## src/rtl/wb_arbiter_pkg.sv

```systemverilog
// Shared constants for the writeback arbiter slice.
// ROB sizing and completion-source slot indices.
package wb_arbiter_pkg;

  localparam int ROB_SIZE = 16;
  localparam int ROB_TAGW = $clog2(ROB_SIZE);

  localparam int SRC_ALU1  = 0;
  localparam int SRC_ALU2  = 1;
  localparam int SRC_LOAD  = 2;
  localparam int SRC_STORE = 3;
  localparam int SRC_NUM   = 4;

  localparam int DATAW = 32;

endpackage

```

## src/rtl/wb_rr_pick2.sv

```systemverilog
// Round-robin picker: up to two occupied slots from rr onward.
// Produces one-hot grants and the pointer after the last grant.
module wb_rr_pick2 #(
  parameter int NSRC = 4,
  parameter int RRW  = 2
) (
  input  logic [NSRC-1:0] occ,
  input  logic [RRW-1:0]  rr,
  output logic [NSRC-1:0] gnt0,
  output logic [NSRC-1:0] gnt1,
  output logic            any0,
  output logic            any1,
  output logic [RRW-1:0]  rr_next
);

  function automatic logic [RRW-1:0] wrap_inc(
    input logic [RRW-1:0] v
  );
    logic [RRW:0] s;
    s = {1'b0, v} + (RRW+1)'(1);
    if (s >= (RRW+1)'(NSRC))
      s = s - (RRW+1)'(NSRC);
    return s[RRW-1:0];
  endfunction

  always_comb begin
    logic [RRW:0]   sum;
    logic [RRW-1:0] idx;
    gnt0    = '0;
    gnt1    = '0;
    any0    = 1'b0;
    any1    = 1'b0;
    rr_next = rr;
    sum     = '0;
    idx     = '0;
    for (int k = 0; k < NSRC; k++) begin
      sum = {1'b0, rr} + (RRW+1)'(k);
      if (sum >= (RRW+1)'(NSRC))
        sum = sum - (RRW+1)'(NSRC);
      idx = sum[RRW-1:0];
      if (occ[idx]) begin
        if (!any0) begin
          gnt0[idx] = 1'b1;
          any0      = 1'b1;
          rr_next   = wrap_inc(idx);
        end else if (!any1) begin
          gnt1[idx] = 1'b1;
          any1      = 1'b1;
          rr_next   = wrap_inc(idx);
        end
      end
    end
  end

endmodule

```

## src/rtl/wb_arbiter.sv

```systemverilog
// Completion-to-ROB writeback arbiter: per-source hold registers
// drained two per cycle in round-robin order.
module wb_arbiter
  import wb_arbiter_pkg::*;
#(
  parameter int NSRC = SRC_NUM,
  parameter int TAGW = ROB_TAGW
) (
  input  logic              clk,
  input  logic              rst,
  input  logic              rdy,
  input  logic              flush,
  input  logic [NSRC-1:0]   src_valid,
  input  logic [NSRC*TAGW-1:0] src_tag,
  input  logic [NSRC*32-1:0]   src_data,
  output logic [NSRC-1:0]   src_ready,
  output logic              wb0_valid,
  output logic [TAGW-1:0]   wb0_tag,
  output logic [31:0]       wb0_data,
  output logic              wb1_valid,
  output logic [TAGW-1:0]   wb1_tag,
  output logic [31:0]       wb1_data
);

  localparam int RRW = (NSRC > 1) ? $clog2(NSRC) : 1;

  logic [NSRC-1:0] hold_vld;
  logic [TAGW-1:0] hold_tag  [NSRC];
  logic [31:0]     hold_data [NSRC];
  logic [RRW-1:0]  rr;

  logic [NSRC-1:0] gnt0;
  logic [NSRC-1:0] gnt1;
  logic            any0;
  logic            any1;
  logic [RRW-1:0]  rr_next;

  logic [TAGW-1:0] sel0_tag;
  logic [TAGW-1:0] sel1_tag;
  logic [31:0]     sel0_data;
  logic [31:0]     sel1_data;

  // Ready depends only on registered occupancy.
  assign src_ready = ~hold_vld;

  wb_rr_pick2 #(
    .NSRC (NSRC),
    .RRW  (RRW)
  ) u_pick (
    .occ     (hold_vld),
    .rr      (rr),
    .gnt0    (gnt0),
    .gnt1    (gnt1),
    .any0    (any0),
    .any1    (any1),
    .rr_next (rr_next)
  );

  always_comb begin
    sel0_tag  = '0;
    sel1_tag  = '0;
    sel0_data = '0;
    sel1_data = '0;
    for (int i = 0; i < NSRC; i++) begin
      if (gnt0[i]) begin
        sel0_tag  = sel0_tag  | hold_tag[i];
        sel0_data = sel0_data | hold_data[i];
      end
      if (gnt1[i]) begin
        sel1_tag  = sel1_tag  | hold_tag[i];
        sel1_data = sel1_data | hold_data[i];
      end
    end
  end

  always_ff @(posedge clk) begin
    if (rst) begin
      hold_vld  <= '0;
      for (int i = 0; i < NSRC; i++) begin
        hold_tag[i]  <= '0;
        hold_data[i] <= '0;
      end
      wb0_valid <= 1'b0;
      wb0_tag   <= '0;
      wb0_data  <= '0;
      wb1_valid <= 1'b0;
      wb1_tag   <= '0;
      wb1_data  <= '0;
      rr        <= '0;
    end else if (rdy) begin
      if (flush) begin
        hold_vld  <= '0;
        wb0_valid <= 1'b0;
        wb1_valid <= 1'b0;
        rr        <= '0;
      end else begin
        for (int i = 0; i < NSRC; i++) begin
          if (gnt0[i] || gnt1[i]) begin
            hold_vld[i] <= 1'b0;
          end else if (src_valid[i] && !hold_vld[i]) begin
            hold_vld[i]  <= 1'b1;
            hold_tag[i]  <= src_tag[i*TAGW +: TAGW];
            hold_data[i] <= src_data[i*32 +: 32];
          end
        end
        wb0_valid <= any0;
        wb1_valid <= any1;
        if (any0) begin
          wb0_tag  <= sel0_tag;
          wb0_data <= sel0_data;
          rr       <= rr_next;
        end
        if (any1) begin
          wb1_tag  <= sel1_tag;
          wb1_data <= sel1_data;
        end
      end
    end
  end

endmodule

```

## config.mk

```make
export PLATFORM = sky130hd
export DESIGN_NAME = wb_arbiter
export DESIGN_NICKNAME = d
export VERILOG_FILES = /design/src/rtl/wb_arbiter_pkg.sv /design/src/rtl/wb_rr_pick2.sv /design/src/rtl/wb_arbiter.sv
export SDC_FILE = /design/constraint.sdc
export NUM_CORES = 1
export LEC_CHECK = 0
export CAP_MARGIN = 25
export CELL_PAD_IN_SITES_DETAIL_PLACEMENT = 1
export CELL_PAD_IN_SITES_GLOBAL_PLACEMENT = 1
export CORE_AREA = 2 2 177 179
export DETAILED_ROUTE_END_ITERATION = 8
export DIE_AREA = 0 0 179 181
export PLACE_DENSITY = 0.68
export SYNTH_ARGS = -nofsm -noshare
export SYNTH_HDL_FRONTEND = slang
export SYNTH_SLANG_ARGS = --single-unit
```

## constraint.sdc

```tcl
create_clock -name clk -period 7.49 [get_ports clk]
set_clock_uncertainty 0.2 [all_clocks]
set_input_delay 1.498 -clock clk [delete_from_list [all_inputs] [get_ports clk]]
set_output_delay 1.498 -clock clk [all_outputs]
set_load 0.005 [all_outputs]
```

==> flow_metrics.env <==
export IMPL_grt_use_total=0.240
export IMPL_timing_rr_start="rr[0]"
export IMPL_dieWidth_um=179
export IMPL_place_inst=1496
export IMPL_hold_path_class="register to register"
export IMPL_mostFrequentLayoutCell="clkdlybuf4s50_1"
export IMPL_worstMarginPinSlew_ns=0.984
export IMPL_synth_nets=1094
export IMPL_min_from="wb0_valid"
export IMPL_finalSetupViolations=0
export IMPL_critPathKind="register to register"
export IMPL_synth_top_area_cell="edfxtp_1"
export IMPL_grt_pass1_wl_mm=58.3
export IMPL_fillers=3235
export IMPL_clk_pin_slew_ns=0.06
export IMPL_clk_path_buf_depth=3
export IMPL_p_leak_nw=4.74
export IMPL_grt_max_degree=47
export IMPL_row_count=64
export IMPL_gr_total_overflow=0
export IMPL_async_flop_share=0
export IMPL_drive_above_1_share=0.0783
export IMPL_htree_levels=1
export IMPL_final_cell_mix="228 x clkdlybuf4s50_1, 145 x and2_1, 144 x edfxtp_1, 87 x o21ai_0, 80 x dfxtp_1"
export IMPL_outcome="finished clean"
export IMPL_drc=0
export IMPL_ys_types=54
export IMPL_tritoncts="built"
export IMPL_postCtsHoldBufs=0
export IMPL_syn_area_um2=10500
export IMPL_min_to="wb0_valid"
export IMPL_worstPathRequired_ns=7.56
export IMPL_ir_drop_mv=0.149
export IMPL_setup_slack_ns=2.56
export IMPL_grt_pass1_vias=9265
export IMPL_p_per_area_nw_per_um2=222
export IMPL_drt_initial_drc_count=770
export IMPL_pre_cts_ws_ns=2.45
export IMPL_ys_seq_area_frac=0.564
export IMPL_crit_fanout=32
export IMPL_vias=8836
export IMPL_numClockSinks=224
export IMPL_gp_congestion=0.815
export IMPL_drtAntennaViolNets=0
export IMPL_antenna_found_initial=1
export IMPL_syn_area_per_cell_um2=11.2
export IMPL_cp_end_kind="register"
export IMPL_fmax_mhz=203
export IMPL_wl_per_cell_um=25.5
export IMPL_vias_per_cell=5.71
export IMPL_cts_resized=0
export IMPL_reg2reg_depth=9
export IMPL_post_cts_buffers=0
export IMPL_synth_main_ff_cell="edfxtp_1"
export IMPL_grt_setup_unrepaired="false"
export IMPL_dp_hpwl_mm=25.5
export IMPL_drt_total_wl_mm=39.5
export IMPL_cts_root_buf="clkbuf_16"
export IMPL_fp_dieH_um=181
export IMPL_fin_tns_setup_ns=0
export IMPL_finalNonFillerCells=1547
export IMPL_io_buffers=229
export IMPL_synth_seq_cells=224
export IMPL_min_path_cells=2
export IMPL_relSlewSlack=0.344
export IMPL_cts_buffers=26
export IMPL_core_um2=30300
export IMPL_synth_top_area_frac=0.412
export IMPL_cp_start_kind="register"
export IMPL_clk_insertion_delay_late_ns=0.53
export IMPL_timing_rr_end="hold_data[2][9]"
export IMPL_synth_edff_count=144
export IMPL_io_pins=230
export IMPL_post_route_period_util=0.658
export IMPL_fin_util=0.464
export IMPL_nNetsFinal=1287
export IMPL_crit_arrival_ns=4.99
export IMPL_synthCells=937
export IMPL_post_route_min_period_ns=4.93
export IMPL_maxSlewViolCount=0
export IMPL_reg2reg_slack_ns=2.56
export IMPL_hold_violations=0
export IMPL_syn_to_final_growth_pct=34.1
export IMPL_start_util=0.346
export IMPL_maxCapViolCount=0
export IMPL_yosys_top_cells_area="edfxtp_1 41%, dfxtp_1 15%, and2_1 8.7%"
export IMPL_synth_warning_count=0
export IMPL_die_area_um2=32400
export IMPL_first_pass_iters=7
worst max-delay path, cell delays in order (launching register included):
cell	delay [ns]
dfxtp_1	0.66
inv_1	0.21
ha_1	0.46
or3b_2	0.49
a2111oi_2	0.52
o21a_1	0.34
or2_2	0.81
nor3_1	0.19
a41o_2	0.50
buf_12	0.24
power by group:
part           switching [mW]  total [mW]  internal, mW  leakage (nW)
registers              0.0551        1.44          1.39          2.15
clock network           0.506        1.31         0.804         0.429
logic                   0.192       0.368         0.176          2.16
stage by stage:
stage	power [mW]	hold slack, ns	area, um2
detailed placement	1.83	0.267	13200
floorplan	1.61	0.262	10500
CTS	3.14	0.275	14000
finish	3.12	0.275	14100
global placement	1.82	0.285	13100
global route	3.22	0.298	14100
metal layers:
metal,vias to the layer above,global-route usage,routed length (um)
met3,80,0.0326,2550
met2,376,0.414,19600
met4,0,0.0829,1270
met5,-,0,0
met1,4422,0.307,16100
li1,3958,-,-
sequential cells by signal, indices dropped and copies added (netlist names):
name / cells
hold_vld: 4
wb1_tag: 4
wb0_valid: 1
wb0_tag: 4
hold_data: 128
wb1_data: 32
rr: 2
wb0_data: 32
hold_tag: 16
wb1_valid: 1
Yosys cell counts (all sizes together) (2+ instances only):
master / count
nor2b: 5
nor2: 37
and2: 146
a41oi: 42
ha: 5
o21ai: 93
nand2: 48
o21a: 3
o31a: 3
o31ai: 4
inv: 8
nor3: 7
mux2: 2
nand4: 2
buf: 30
maj3: 2
a21o: 31
clkbuf: 54
nor4b: 3
or3: 2
a221oi: 30
a211oi: 31
nand3: 6
a21oi: 13
a221o: 3
nor4: 4
dfxtp: 80
edfxtp: 144
or2: 3
mux4: 4
and3: 3
nand3b: 2
a22o: 2
a22oi: 75
final cells by class:
type / instances / area (um2) / share of cell area
Antenna cell: 1 / 2.50 / 0.000178
Clock buffer: 33 / 708 / 0.0503
Clock inverter: 15 / 171 / 0.0122
Inverter: 9 / 33.8 / 0.00240
Multi-Input combinational cell: 620 / 4220 / 0.300
Sequential cell: 224 / 5930 / 0.421
Tap cell: 396 / 495 / 0.0352
Timing Repair Buffer: 249 / 2520 / 0.179
worst max path at each step:
stage	endpoint	slack [ns]	cells past startpoint	from
finish	hold_data[2][9]	2.56	9	rr[0]
global route	hold_data[2][9]	2.35	9	rr[0]
CTS	hold_data[2][9]	2.46	8	rr[0]
detailed placement	hold_data[2][14]	2.45	8	rr[0]
global placement	hold_data[2][4]	2.66	8	rr[0]
floorplan	hold_data[1][0]	1.55	10	rr[0]
kinds of logic after synthesis:
logic type / Yosys count / synth area share
buffers and inverters: 93 / 0.0421
multiplexers: 7 / 0.0117
flip-flops: 224 / 0.564
AO/OA/AOI/OAI: 335 / 0.225
adder cells (fa/ha/maj): 7 / 0.00798
AND/OR/NAND/NOR: 271 / 0.149
Power figures use the tool's default switching activity.
